<file path="src/rtl/stall_controller_pkg.sv">
// Shared types for the stall controller: FSM states, branch_id encodings,
// hazard classification and the register-match helper.
package stall_ctrl_pkg;

  localparam int CNT_W = 6;

  typedef enum logic [1:0] {
    ST_RUN   = 2'd0,
    ST_HOLD1 = 2'd1,
    ST_DIV   = 2'd2
  } state_e;

  localparam logic [1:0] BR_NONE = 2'b00;
  localparam logic [1:0] BR_COND = 2'b01;
  localparam logic [1:0] BR_JALR = 2'b10;

  typedef enum logic [2:0] {
    HZ_NONE,
    HZ_LOAD_USE,
    HZ_BR_ALU,
    HZ_BR_LD_EX,
    HZ_BR_LD_MEM
  } hazard_kind_e;

  // x0 is hardwired to zero, so a write to it can never feed a consumer.
  function automatic logic src_match(input logic [4:0] rd, input logic [4:0] rs,
                                     input logic used, input logic wr);
    return wr && used && (rd != 5'd0) && (rd == rs);
  endfunction

endpackage

</file>
<file path="src/rtl/stall_controller_if.sv">
// Pipeline <-> stall controller bundle: hazard inputs from ID/EX/MEM and
// the stall/enable/flush controls driven back into the pipeline.
interface stall_controller_if;
  logic [4:0] rs1_id;
  logic [4:0] rs2_id;
  logic       rs1_used_id;
  logic       rs2_used_id;
  logic [1:0] branch_id;
  logic       branch_taken_id;
  logic [4:0] rd_ex;
  logic [4:0] rd_mem;
  logic       reg_write_ex;
  logic       reg_write_mem;
  logic       mem_to_reg_ex;
  logic       mem_to_reg_mem;
  logic       div_start_ex;
  logic       stall;
  logic       pc_en;
  logic       if_id_en;
  logic       id_ex_flush;
  logic       if_id_flush;
  logic       ex_hold;

  modport master (
    output rs1_id, rs2_id, rs1_used_id, rs2_used_id, branch_id, branch_taken_id,
           rd_ex, rd_mem, reg_write_ex, reg_write_mem, mem_to_reg_ex,
           mem_to_reg_mem, div_start_ex,
    input  stall, pc_en, if_id_en, id_ex_flush, if_id_flush, ex_hold
  );

  modport slave (
    input  rs1_id, rs2_id, rs1_used_id, rs2_used_id, branch_id, branch_taken_id,
           rd_ex, rd_mem, reg_write_ex, reg_write_mem, mem_to_reg_ex,
           mem_to_reg_mem, div_start_ex,
    output stall, pc_en, if_id_en, id_ex_flush, if_id_flush, ex_hold
  );
endinterface

</file>
<file path="src/rtl/stall_controller_hazard_detect.sv">
// Combinational data-hazard classifier: reports whether the ID instruction
// needs a one-cycle or a two-cycle stall against producers in EX/MEM.
module hazard_detect
  import stall_ctrl_pkg::*;
(
  input  logic [4:0] rs1_id,
  input  logic [4:0] rs2_id,
  input  logic       rs1_used_id,
  input  logic       rs2_used_id,
  input  logic [1:0] branch_id,
  input  logic [4:0] rd_ex,
  input  logic [4:0] rd_mem,
  input  logic       reg_write_ex,
  input  logic       reg_write_mem,
  input  logic       mem_to_reg_ex,
  input  logic       mem_to_reg_mem,
  output logic       hazard_1clk,
  output logic       hazard_2clk
);

  logic         hit_ex;
  logic         hit_mem;
  logic         is_branch;
  hazard_kind_e kind;

  // Branches compare in ID, so they need operands one stage earlier than ALU ops.
  always_comb begin
    hit_ex    = src_match(rd_ex, rs1_id, rs1_used_id, reg_write_ex) |
                src_match(rd_ex, rs2_id, rs2_used_id, reg_write_ex);
    hit_mem   = src_match(rd_mem, rs1_id, rs1_used_id, reg_write_mem) |
                src_match(rd_mem, rs2_id, rs2_used_id, reg_write_mem);
    is_branch = (branch_id == BR_COND) || (branch_id == BR_JALR);
    kind      = HZ_NONE;
    if (hit_ex) begin
      if (!is_branch) begin
        if (mem_to_reg_ex) kind = HZ_LOAD_USE;
      end else if (mem_to_reg_ex) begin
        kind = HZ_BR_LD_EX;
      end else begin
        kind = HZ_BR_ALU;
      end
    end else if (is_branch && mem_to_reg_mem && hit_mem) begin
      kind = HZ_BR_LD_MEM;
    end
  end

  assign hazard_2clk = (kind == HZ_BR_LD_EX);
  assign hazard_1clk = (kind == HZ_LOAD_USE) || (kind == HZ_BR_ALU) ||
                       (kind == HZ_BR_LD_MEM);

endmodule

</file>
<file path="src/rtl/stall_controller.sv">
// Pipeline stall controller FSM (RUN/HOLD1/DIV). Define STALL_CTRL_DIV_STALL_EN
// to enable the multi-cycle divide stall; otherwise div_start_ex is ignored.
module stall_controller
  import stall_ctrl_pkg::*;
#(
  parameter int DIV_LATENCY = 34
) (
  input logic          clk,
  input logic          reset,
  stall_controller_if.slave bus
);

  localparam logic [CNT_W-1:0] DIV_LOAD = CNT_W'(DIV_LATENCY - 1);

  state_e state_q, state_d;
  logic   hazard_1clk;
  logic   hazard_2clk;
  logic   div_go;

  hazard_detect u_hazard_detect (
    .rs1_id         (bus.rs1_id),
    .rs2_id         (bus.rs2_id),
    .rs1_used_id    (bus.rs1_used_id),
    .rs2_used_id    (bus.rs2_used_id),
    .branch_id      (bus.branch_id),
    .rd_ex          (bus.rd_ex),
    .rd_mem         (bus.rd_mem),
    .reg_write_ex   (bus.reg_write_ex),
    .reg_write_mem  (bus.reg_write_mem),
    .mem_to_reg_ex  (bus.mem_to_reg_ex),
    .mem_to_reg_mem (bus.mem_to_reg_mem),
    .hazard_1clk    (hazard_1clk),
    .hazard_2clk    (hazard_2clk)
  );

`ifdef STALL_CTRL_DIV_STALL_EN
  logic [CNT_W-1:0] cnt_q, cnt_d;

  assign div_go = bus.div_start_ex;

  always_comb begin
    cnt_d = cnt_q;
    if (state_q == ST_RUN && div_go) begin
      cnt_d = DIV_LOAD;
    end else if (state_q == ST_DIV && cnt_q != '0) begin
      cnt_d = cnt_q - 1'b1;
    end
  end

  always_ff @(posedge clk) begin
    if (!reset) cnt_q <= '0;
    else        cnt_q <= cnt_d;
  end
`else
  logic unused_div;

  assign div_go     = 1'b0;
  assign unused_div = ^{bus.div_start_ex, DIV_LOAD};
`endif

  // Outputs are forced to run values while reset is held, whatever the state.
  always_comb begin
    state_d         = state_q;
    bus.stall       = 1'b0;
    bus.pc_en       = 1'b1;
    bus.if_id_en    = 1'b1;
    bus.id_ex_flush = 1'b0;
    bus.if_id_flush = 1'b0;
    bus.ex_hold     = 1'b0;
    if (reset) begin
      case (state_q)
        ST_RUN: begin
          if (div_go) begin
            state_d         = ST_DIV;
            bus.if_id_flush = bus.branch_taken_id;
          end else if (hazard_1clk || hazard_2clk) begin
            bus.stall       = 1'b1;
            bus.pc_en       = 1'b0;
            bus.if_id_en    = 1'b0;
            bus.id_ex_flush = 1'b1;
            if (hazard_2clk) state_d = ST_HOLD1;
          end else begin
            bus.if_id_flush = bus.branch_taken_id;
          end
        end
        ST_HOLD1: begin
          bus.stall       = 1'b1;
          bus.pc_en       = 1'b0;
          bus.if_id_en    = 1'b0;
          bus.id_ex_flush = 1'b1;
          state_d         = ST_RUN;
        end
        default: begin
`ifdef STALL_CTRL_DIV_STALL_EN
          bus.stall    = 1'b1;
          bus.ex_hold  = 1'b1;
          bus.pc_en    = 1'b0;
          bus.if_id_en = 1'b0;
          if (cnt_q <= 1) state_d = ST_RUN;
`else
          state_d = ST_RUN;
`endif
        end
      endcase
    end
  end

  always_ff @(posedge clk) begin
    if (!reset) state_q <= ST_RUN;
    else        state_q <= state_d;
  end

endmodule
</file>
<file path="src/flat_wrapper.sv">
// flat-port wrapper written by rule: the top's interface ports become plain ports
module stall_controller_flat import stall_ctrl_pkg::*;
#(
  parameter int DIV_LATENCY = 34
)
  (clk, reset, bus_rs1_id, bus_rs2_id, bus_rs1_used_id, bus_rs2_used_id, bus_branch_id, bus_branch_taken_id, bus_rd_ex, bus_rd_mem, bus_reg_write_ex, bus_reg_write_mem, bus_mem_to_reg_ex, bus_mem_to_reg_mem, bus_div_start_ex, bus_stall, bus_pc_en, bus_if_id_en, bus_id_ex_flush, bus_if_id_flush, bus_ex_hold);
  stall_controller_if bus_i ();
  input logic clk;
  input logic reset;
  input wire logic [$bits(bus_i.rs1_id)-1:0] bus_rs1_id;
  input wire logic [$bits(bus_i.rs2_id)-1:0] bus_rs2_id;
  input wire logic [$bits(bus_i.rs1_used_id)-1:0] bus_rs1_used_id;
  input wire logic [$bits(bus_i.rs2_used_id)-1:0] bus_rs2_used_id;
  input wire logic [$bits(bus_i.branch_id)-1:0] bus_branch_id;
  input wire logic [$bits(bus_i.branch_taken_id)-1:0] bus_branch_taken_id;
  input wire logic [$bits(bus_i.rd_ex)-1:0] bus_rd_ex;
  input wire logic [$bits(bus_i.rd_mem)-1:0] bus_rd_mem;
  input wire logic [$bits(bus_i.reg_write_ex)-1:0] bus_reg_write_ex;
  input wire logic [$bits(bus_i.reg_write_mem)-1:0] bus_reg_write_mem;
  input wire logic [$bits(bus_i.mem_to_reg_ex)-1:0] bus_mem_to_reg_ex;
  input wire logic [$bits(bus_i.mem_to_reg_mem)-1:0] bus_mem_to_reg_mem;
  input wire logic [$bits(bus_i.div_start_ex)-1:0] bus_div_start_ex;
  output wire logic [$bits(bus_i.stall)-1:0] bus_stall;
  output wire logic [$bits(bus_i.pc_en)-1:0] bus_pc_en;
  output wire logic [$bits(bus_i.if_id_en)-1:0] bus_if_id_en;
  output wire logic [$bits(bus_i.id_ex_flush)-1:0] bus_id_ex_flush;
  output wire logic [$bits(bus_i.if_id_flush)-1:0] bus_if_id_flush;
  output wire logic [$bits(bus_i.ex_hold)-1:0] bus_ex_hold;
  assign bus_i.rs1_id = bus_rs1_id;
  assign bus_i.rs2_id = bus_rs2_id;
  assign bus_i.rs1_used_id = bus_rs1_used_id;
  assign bus_i.rs2_used_id = bus_rs2_used_id;
  assign bus_i.branch_id = bus_branch_id;
  assign bus_i.branch_taken_id = bus_branch_taken_id;
  assign bus_i.rd_ex = bus_rd_ex;
  assign bus_i.rd_mem = bus_rd_mem;
  assign bus_i.reg_write_ex = bus_reg_write_ex;
  assign bus_i.reg_write_mem = bus_reg_write_mem;
  assign bus_i.mem_to_reg_ex = bus_mem_to_reg_ex;
  assign bus_i.mem_to_reg_mem = bus_mem_to_reg_mem;
  assign bus_i.div_start_ex = bus_div_start_ex;
  assign bus_stall = bus_i.stall;
  assign bus_pc_en = bus_i.pc_en;
  assign bus_if_id_en = bus_i.if_id_en;
  assign bus_id_ex_flush = bus_i.id_ex_flush;
  assign bus_if_id_flush = bus_i.if_id_flush;
  assign bus_ex_hold = bus_i.ex_hold;
  stall_controller #(.DIV_LATENCY(DIV_LATENCY)) u_core (.clk(clk), .reset(reset), .bus(bus_i));
endmodule
</file>
<file path="config.mk">
export PLATFORM = sky130hd
export DESIGN_NAME = stall_controller_flat
export DESIGN_NICKNAME = d
export VERILOG_FILES = /design/src/rtl/stall_controller_pkg.sv /design/src/rtl/stall_controller_if.sv /design/src/rtl/stall_controller_hazard_detect.sv /design/src/rtl/stall_controller.sv /design/src/flat_wrapper.sv
export SDC_FILE = /design/constraint.sdc
export NUM_CORES = 1
export LEC_CHECK = 0
export ABC_CLOCK_PERIOD_IN_PS = 5040
export CORE_AREA = 5 5 42 44
export DETAILED_ROUTE_END_ITERATION = 12
export DIE_AREA = 0 0 47 49
export DONT_BUFFER_PORTS = 1
export GPL_ROUTABILITY_DRIVEN = 0
export HOLD_SLACK_MARGIN = 0.05
export PLACE_DENSITY_LB_ADDON = 0.3
export SLEW_MARGIN = 20
export SYNTH_ARGS = -nofsm -noshare
export SYNTH_HDL_FRONTEND = slang
export SYNTH_SLANG_ARGS = --single-unit
export TNS_END_PERCENT = 1
</file>
<file path="constraint.sdc">
create_clock -name clk -period 5.04 [get_ports clk]
set_input_delay 0.756 -clock clk [delete_from_list [all_inputs] [get_ports clk]]
set_output_delay 0.756 -clock clk [all_outputs]
set_load 0.01 [all_outputs]
</file>
==> results of run 1 <==
## power breakdown
group	switching, mW	internal, mW
registers	0.0000211	0.00810
logic	0.00895	0.0132
clock network	0	0
total	0.00897	0.0213
## metal layers
layer  track usage, %  part of all wire (%)  vias up
li1                 -                     -      167
met1             10.3                    34      141
met2             14.7                    47       26
met3             2.58                    18        0
met4                0                     0        0
met5                0                     0        -
## metrics by stage
| stage | utilization, % | hold slack, ps | power [mW] | std cells |
|---|---|---|---|---|
| after floorplan | - | 517 | 0.0289 | 48 |
| after detailed placement | 27.4 | 554 | 0.0305 | 61 |
| after CTS | 27.4 | 559 | 0.0307 | 61 |
| after global placement | 27.4 | 549 | 0.0304 | 61 |
| after global routing | 27.4 | 606 | 0.0329 | 61 |
| final | 27.4 | 554 | 0.0302 | 61 |
## area by class of cell
| class | instances | area, um^2 | area share, % |
|---|---|---|---|
| multi-input combinational | 44 | 344 | 89.6 |
| tap | 16 | 20.0 | 5.21 |
| sequential | 1 | 20.0 | 5.21 |
## placed cells by master (no fill, tap or decap)
cell type | Yosys | final
xnor2_1 | 12 | 12
xor2_1 | 9 | 9
nor3_1 | 3 | 3
nand4_1 | 2 | 2
nand3_1 | 2 | 2
nand3b_1 | 1 | 1
or4_1 | 1 | 1
o21ai_2 | 1 | 1
nor4_2 | 1 | 1
nor4_1 | 1 | 1
and2_1 | 1 | 1
a32oi_1 | 1 | 1
o22ai_1 | 1 | 1
or3_1 | 1 | 1
o311a_1 | 1 | 1
o211a_1 | 1 | 1
nor2_1 | 1 | 1
o31ai_1 | 1 | 1
o31a_1 | 1 | 1
nand4b_1 | 1 | 1
conb_1 | 1 | 1
dfxtp_1 | 1 | 1
## worst max-delay path by stage
| stage | start | end | slack, ps | cells after the start |
|---|---|---|---|---|
| floorplan | bus_rd_ex[4] | bus_pc_en | 2100 | 6 |
| CTS | bus_rd_ex[4] | bus_if_id_en | 1950 | 5 |
| global route | bus_rd_ex[4] | bus_if_id_en | 1870 | 5 |
| detailed placement | bus_rd_ex[4] | bus_if_id_en | 1960 | 5 |
| global placement | bus_rd_ex[4] | bus_pc_en | 1990 | 5 |
| finish | bus_rd_ex[4] | bus_if_id_en | 1980 | 5 |
## kinds of logic after synthesis
family / after synthesis / share of synthesized area, %
xor gates and xnor gates: 21 / 47.6
other: 1 / 0.970
and+or+nand+nor: 15 / 24.9
DFF: 1 / 5.18
AOI/OAI and AO/OA: 7 / 15.5
buffers and inverters: 3 / 5.82
## critical path: stages
cell and delay [ps]:
xor2_1 150, nor4_2 300, a32oi_1 200, o211a_1 270
o31ai_1 630
==> run_results.csv, run 1 <==
group,metric,value,unit
final_layout,syn_to_final_growth,-0.647,%
final_layout,top_register,"u_core.state_q",
floorplanning,die_h,49,um
logic_synthesis,yosysTopAreaCell,"xnor2_1",
drt,dr.first_iter.drc_count,0,
global_route,grt_max_degree,5,
hold_path,hold_path_depth,2,
timing,fin_setup_tns,0,ps
global_route,antenna_found_initial,0,
clock_network,clkSlewWorstSetupHoldPaths,0,ps
setup_path,cp-start-kind,"input pin",
logic_synthesis,synth-edff-count,0,
timing,worst_slack,1980,ps
logic_synthesis,yosys_warnings,0,
final_layout,final_nets,79,
floorplanning,ioPinCount,38,
timing,max-slew-margin-rel,52.0,%
clock_network,cts_hold_buffers,0,
floorplanning,core_area,1400,um^2
setup_path,end_kind,"output pin",
placement,portBuffers,0,
logic_synthesis,ys_top_cells_by_count,"xnor2_1, xor2_1, buf_4, nor3_1",
logic_synthesis,synth.distinct_cells,23,
floorplanning,initial_core_util,27.6,%
final_layout,layout-drive-gt1-share,4.44,%
global_route,overflow,0,
final_layout,largestRegisters,"u_core.state_q (1)",
setup_path,critPathRequiredTime,4280,ps
logic_synthesis,synthesis.nets,80,
hold_path,hold_path.class,"reg -> reg",
logic_synthesis,ys.flop_type,"dfxtp_1",
logic_synthesis,yosysSeqAreaShare,5.18,%
timing,rsz0062_at_grt,"no",
clock_network,post_cts_buffers,0,
final_layout,final_area,384,um^2
setup_path,regToRegSetupSlack,4350,ps
logic_synthesis,yosysMostFrequentCell,"xnor2_1",
timing,fin_worst_skew,0,ps
power_and_ir_drop,power.density,78.7,nW/um^2
floorplanning,fp.dieW,47,um
floorplanning,die_area,2300,um^2
drt,via_count,334,
global_route,grt_pass1_vias,351,
power_and_ir_drop,p_leak,0.114,nW
clock_network,clock_latency,0,ps
timing,finalMaxSlewViolations,0,
final_layout,nFillCells,169,
drt,via_per_inst,5.48,
drt,ant_nets,0,
run,max_cap_violations,0,
setup_path,path_max_fanout,3,
placement,pre_cts_ws,1960,ps
drt,drt_first_pass_iters,1,
setup_path,r2r-end,"u_core.state_q[0]$_SDFFE_PN0P_",
logic_synthesis,yosys-top-cells-area,"xnor2_1, xor2_1, buf_4",
logic_synthesis,yosysTopAreaCellShare,27.2,%
setup_path,worst-setup-path-type,"in -> out",
setup_path,worstReg2RegStart,"u_core.state_q[0]$_SDFFE_PN0P_",
timing,min_period_over_period,60.7,%
timing,setup_viol,0,
logic_synthesis,async_flop_share,0,%
final_layout,diodes,0,
clock_network,cts.repair.resized,0,
logic_synthesis,avgSynthCellArea,8.05,um^2
timing,hold_viol,0,
placement,hpwl,981,um
final_layout,largest_reg_flops,1,
timing,max_clock_freq,327,MHz
setup_path,worstPathArrival,2300,ps
power_and_ir_drop,peakVddDrop,37.6,uV
logic_synthesis,synthCells,48,
setup_path,rr_worst_depth,2,
outcome,status,"finished, final reports clean",
timing,worst_pin_slew,715,ps
logic_synthesis,yosys_register_bits,1,
logic_synthesis,netlist_area,387,um^2
global_route,grt_usage,8.36,%
hold_path,hp-start,"u_core.state_q[0]$_SDFFE_PN0P_",
drt,routed_wl,1040,um
timing,min_period,3060,ps
hold_path,hold_end,"u_core.state_q[0]$_SDFFE_PN0P_",
global_route,grt_pass1_wl,1500,um
drt,drc,0,
drt,wire_per_inst,17.0,um
placement,dpl-instance-area,384,um^2
floorplanning,num_rows,14,
No activity file was read; power rests on OpenSTA's default activity.
==> run 2: changes to the inputs <==
--- a/config.mk
+++ b/config.mk
@@ -5,7 +5,7 @@
 export SDC_FILE = /design/constraint.sdc
 export NUM_CORES = 1
 export LEC_CHECK = 0
-export ABC_CLOCK_PERIOD_IN_PS = 5040
+export ABC_CLOCK_PERIOD_IN_PS = 2500
 export CORE_AREA = 5 5 42 44
 export DETAILED_ROUTE_END_ITERATION = 12
 export DIE_AREA = 0 0 47 49
==> constraint.sdc (replaced) <==
create_clock -name clk -period 2.5 [get_ports clk]
set_input_delay 0.375 -clock clk [delete_from_list [all_inputs] [get_ports clk]]
set_output_delay 0.375 -clock clk [all_outputs]
set_load 0.01 [all_outputs]
==> run_results.csv, run 2 (same netlist as run 1, synthesis figures left out) <==
group,metric,value,unit
final_layout,largestRegisters,"u_core.state_q (1)",
timing,fin_worst_skew,0,ps
final_layout,layout-drive-gt1-share,6.52,%
timing,hold_viol,0,
drt,drc,0,
floorplanning,core_area,1400,um^2
global_route,grt_usage,8.50,%
global_route,grt_pass1_wl,1530,um
timing,min_period_over_period,82.8,%
drt,via_per_inst,5.45,
drt,routed_wl,1050,um
placement,place_inst,62,
final_layout,multiInputGateArea,344,um^2
outcome,status,"finished, final reports clean",
final_layout,finish.utilization,27.9,%
drt,wire_per_inst,16.9,um
run,max_cap_violations,0,
final_layout,mostFrequentLayoutCell,"xnor2_1",
setup_path,critPathSlowestCell,"nor4_2",
setup_path,r2r-end,"u_core.state_q[0]$_SDFFE_PN0P_",
drt,dr.first_iter.drc_count,1,
placement,hpwl,1000,um
power_and_ir_drop,peakVddDrop,75.6,uV
setup_path,end_kind,"output pin",
setup_path,cp_num_buf_inv,1,
final_layout,diodes,0,
hold_path,hold_path_depth,2,
global_route,overflow,0,
setup_path,worstPathArrival,1700,ps
placement,portBuffers,0,
global_route,grt_max_degree,5,
setup_path,worstReg2RegStart,"u_core.state_q[0]$_SDFFE_PN0P_",
floorplanning,die_h,49,um
hold_path,hold_path.class,"in -> reg",
setup_path,critPathRequiredTime,2120,ps
setup_path,slowest_delay,300,ps
timing,min_period,2070,ps
floorplanning,fp.dieW,47,um
global_route,antenna_found_initial,0,
timing,finalMaxSlewViolations,0,
floorplanning,initial_core_util,27.6,%
hold_path,hp-start,"bus_mem_to_reg_ex",
final_layout,syn_to_final_growth,1.29,%
setup_path,crit_chain,"xor2_1 > nor4_2 > a32oi_1 > o211a_1 > o31ai_1 > buf_4",
final_layout,most-common-layout-cells,"xnor2_1, xor2_1, nor3_1",
clock_network,cts.repair.resized,0,
timing,setup_viol,0,
clock_network,clock_latency,0,ps
clock_network,cts_hold_buffers,0,
final_layout,fin_cells,62,
setup_path,rr_worst_depth,2,
power_and_ir_drop,power.density,156,nW/um^2
drt,ant_nets,0,
setup_path,path_max_fanout,3,
final_layout,regArea,20.0,um^2
setup_path,cp-start-kind,"input pin",
drt,drt_first_pass_iters,4,
floorplanning,die_area,2300,um^2
hold_path,hold_end,"u_core.state_q[0]$_SDFFE_PN0P_",
final_layout,final_nets,80,
final_layout,largest_reg_flops,1,
floorplanning,num_rows,14,
final_layout,nFillCells,173,
clock_network,post_cts_buffers,0,
drt,via_count,338,
setup_path,worst-setup-path-type,"in -> out",
final_layout,top_register,"u_core.state_q",
setup_path,regToRegSetupSlack,1820,ps
power_and_ir_drop,p_leak,0.118,nW
global_route,grt_pass1_vias,375,
timing,rsz0062_at_grt,"no",
clock_network,clkSlewWorstSetupHoldPaths,0,ps
floorplanning,ioPinCount,38,
setup_path,crit_family,"compound AO/OA/AOI/OAI gates",
timing,fin_setup_tns,0,ps
timing,max_clock_freq,483,MHz
==> run 2: cell count changes in the layout (fill, tap and decap cells not counted) <==
cell,before,now
buf_4,0,1
==> run 2: area by class of cell <==
cell class | instances | share of cell area, %
flip-flops and latches | 1 | 5.11
repair buffers | 1 | 1.92
multi-input cells | 44 | 87.9
well taps | 16 | 5.11
==> run 2: worst max path at each step <==
stage / startpoint / to / slack [ps] / cells after the start
global placement: bus_rd_ex[4] / bus_if_id_en / 440 / 6
global route: bus_rd_ex[4] / bus_if_id_en / 320 / 6
CTS: bus_rd_ex[4] / bus_pc_en / 400 / 6
floorplan: bus_rd_ex[4] / bus_pc_en / 330 / 6
finish: bus_rd_ex[4] / bus_pc_en / 430 / 6
detailed placement: bus_rd_ex[4] / bus_pc_en / 400 / 6
==> run 2: power by group <==
group / internal (mW) / switching (mW) / total [mW]
clock: 0 / 0 / 0
combinational: 0.0268 / 0.0181 / 0.0449
sequential: 0.0163 / 0.0000408 / 0.0164
==> run 2: through the flow <==
| step | power, mW | hold WS, ps | cell area (um^2) | worst slack, ps |
|---|---|---|---|---|
| after floorplan | 0.0583 | 517 | 387 | 325 |
| after global placement | 0.0616 | 535 | 392 | 436 |
| after detailed placement | 0.0618 | 537 | 392 | 400 |
| after CTS | 0.0621 | 537 | 392 | 395 |
| after global routing | 0.0668 | 557 | 392 | 320 |
| final | 0.0612 | 530 | 392 | 430 |
==> run 2: metal layers <==
layer | up-vias | wire length (um) | track usage (%)
met1 | 142 | 348 | 10.5
met3 | 0 | 218 | 2.95
li1 | 169 | - | -
met5 | - | 0 | 0
met4 | 0 | 0 | 0
met2 | 27 | 482 | 14.7
==> run 2: worst reg2reg max path, cell delays in order (launching register included) <==
cell,delay [ps]
dfxtp_1,300
nand4b_1,160
nor3_1,130
==> run 3: changes to the inputs <==
--- a/config.mk
+++ b/config.mk
@@ -5,10 +5,11 @@
 export SDC_FILE = /design/constraint.sdc
 export NUM_CORES = 1
 export LEC_CHECK = 0
-export ABC_CLOCK_PERIOD_IN_PS = 2500
-export CORE_AREA = 5 5 42 44
+export ABC_AREA = 1
+export ABC_CLOCK_PERIOD_IN_PS = 2100
+export CORE_MARGIN = 5
+export CORE_UTILIZATION = 36
 export DETAILED_ROUTE_END_ITERATION = 12
-export DIE_AREA = 0 0 47 49
 export DONT_BUFFER_PORTS = 1
 export GPL_ROUTABILITY_DRIVEN = 0
 export HOLD_SLACK_MARGIN = 0.05
==> constraint.sdc (replaced) <==
create_clock -name clk -period 2.1 [get_ports clk]
set_input_delay 0.315 -clock clk [delete_from_list [all_inputs] [get_ports clk]]
set_output_delay 0.315 -clock clk [all_outputs]
set_load 0.01 [all_outputs]
==> run_results.csv, run 3 <==
group,metric,value,unit
logic_synthesis,async_flop_share,0,%
logic_synthesis,synth-edff-count,0,
timing,fin_setup_tns,0,ps
timing,rsz0062_at_grt,"no",
power_and_ir_drop,power.density,164,nW/um^2
power_and_ir_drop,p_leak,0.380,nW
logic_synthesis,synthMuxAreaShare,0,%
placement,pre_cts_ws,566,ps
clock_network,post_cts_buffers,0,
run,max_cap_violations,0,
setup_path,worstReg2RegStart,"u_core.state_q[0]$_SDFFE_PN0P_",
final_layout,syn_to_final_growth,-0.464,%
setup_path,regToRegSetupSlack,1410,ps
setup_path,path_max_fanout,3,
final_layout,largest_reg_flops,1,
floorplanning,initial_core_util,36.6,%
drt,ant_nets,0,
setup_path,worstPathArrival,1210,ps
final_layout,final_nets,157,
logic_synthesis,synthCells,126,
floorplanning,die_h,48.7,um
logic_synthesis,synth-simple-area-share,65.9,%
drt,via_per_inst,4.47,
hold_path,hold_path.class,"in -> reg",
timing,finalMaxSlewViolations,0,
power_and_ir_drop,peakVddDrop,65.0,uV
logic_synthesis,ys.flop_type,"dfxtp_1",
logic_synthesis,yosys-top-cells-area,"nand2_1, inv_1, nor2_1",
logic_synthesis,synthAdderAreaFrac,0,%
timing,worst_slack,580,ps
logic_synthesis,synthesis.nets,158,
timing,max_clock_freq,658,MHz
floorplanning,ioPinCount,38,
final_layout,diodes,0,
hold_path,hold_end,"u_core.state_q[0]$_SDFFE_PN0P_",
clock_network,clkSlewWorstSetupHoldPaths,0,ps
final_layout,largestRegisters,"u_core.state_q (1)",
drt,dr.first_iter.drc_count,13,
drt,drt_first_pass_iters,4,
clock_network,clock_latency,0,ps
logic_synthesis,yosysMostFrequentCell,"nand2_1",
global_route,overflow,0,
final_layout,multiInputGateArea,395,um^2
drt,wire_per_inst,9.42,um
logic_synthesis,synthXorXnorAreaFrac,1.62,%
logic_synthesis,yosysTopAreaCellShare,41.1,%
setup_path,end_kind,"output pin",
timing,hold_viol,0,
logic_synthesis,yosys_register_bits,1,
drt,via_count,621,
clock_network,cts.repair.resized,0,
logic_synthesis,yosysSeqAreaShare,3.71,%
setup_path,worst-setup-path-type,"in -> out",
floorplanning,fp.dieW,48.7,um
drt,routed_wl,1310,um
timing,min_period,1520,ps
hold_path,hold_path_depth,2,
final_layout,regArea,20.0,um^2
timing,fin_worst_skew,0,ps
floorplanning,die_area,2370,um^2
setup_path,rr_worst_depth,3,
logic_synthesis,netlist_area,539,um^2
final_layout,nFillCells,202,
final_layout,top_register,"u_core.state_q",
global_route,grt_usage,10.4,%
floorplanning,core_area,1470,um^2
logic_synthesis,yosysTopAreaCell,"nand2_1",
logic_synthesis,synth.distinct_cells,17,
power_and_ir_drop,total_power,87.8,uW
global_route,grt_max_degree,6,
timing,min_period_over_period,72.4,%
final_layout,most-common-layout-cells,"nand2_1, inv_1, nor2_1",
placement,hpwl,1220,um
timing,setup_viol,0,
global_route,grt_pass1_wl,2150,um
drt,drc,0,
setup_path,cp-start-kind,"input pin",
floorplanning,num_rows,14,
logic_synthesis,synth_compound_area_share,5.10,%
final_layout,layout-drive-gt1-share,6.50,%
outcome,status,"finished, final reports clean",
hold_path,hp-start,"bus_mem_to_reg_ex",
final_layout,mostFrequentLayoutCell,"nand2_1",
global_route,grt_pass1_vias,559,
global_route,antenna_found_initial,0,
clock_network,cts_hold_buffers,0,
setup_path,critPathRequiredTime,1780,ps
logic_synthesis,synth_top_family_by_area,"simple AND/OR/NAND/NOR gates",
setup_path,critical_path.startpoint,"bus_rd_mem[1]",
logic_synthesis,ys_top_cells_by_count,"nand2_1, inv_1, nor2_1, nand3_1, inv_2",
setup_path,r2r-end,"u_core.state_q[0]$_SDFFE_PN0P_",
placement,portBuffers,0,
logic_synthesis,avgSynthCellArea,4.28,um^2
logic_synthesis,yosys_warnings,0,
-- run 3: worst max-delay path, cell delays in order --
cell,delay [ps]
inv_1,40
nand2_1,60
nand2_1,50
nor2_1,120
nand3_1,80
a21oi_1,150
nand2_1,70
nand3_2,70
nand2_2,110
inv_2,130
-- run 3: stage by stage --
step                      hold slack (ps)  util (%)  cell area, um^2  cells
after floorplan                       432         -              539    126
after CTS                             454      36.5              537    139
after global placement                436      36.5              537    139
final                                 449      36.5              537    139
after global routing                  465      36.5              537    139
after detailed placement              452      36.5              537    139
-- run 3: metal layers --
layer | vias to the layer above | global-route usage [%] | part of all wire, %
met3 | 0 | 3.07 | 11
met1 | 244 | 13.6 | 42
met4 | 0 | 0 | 0
met2 | 19 | 17.8 | 48
li1 | 358 | - | -
met5 | - | 0 | 0
-- run 3: how the worst max path moves through the flow --
stage                            to  cells after the start
floorplan                 bus_stall                     11
global placement    bus_id_ex_flush                     10
detailed placement        bus_stall                     10
CTS                       bus_stall                     10
global route              bus_stall                      9
finish                    bus_stall                     10
-- run 3: logic make-up after synthesis --
group / after synthesis
xor gates and xnor gates: 1
other: 1
and+or+nand+nor: 88
buffers and inverters: 30
DFF: 1
AOI/OAI and AO/OA: 5
-- run 3: layout make-up --
type | instances | area share, %
Inverter | 27 | 18.9
Multi-Input combinational cell | 95 | 73.7
Sequential cell | 1 | 3.73
Tap cell | 16 | 3.73
-- run 3: where the power goes --
| part | internal (mW) | switching (mW) |
|---|---|---|
| sequential | 0.0195 | 0.0000173 |
| clock | 0 | 0 |
| combinational | 0.0271 | 0.0412 |
| total | 0.0466 | 0.0412 |
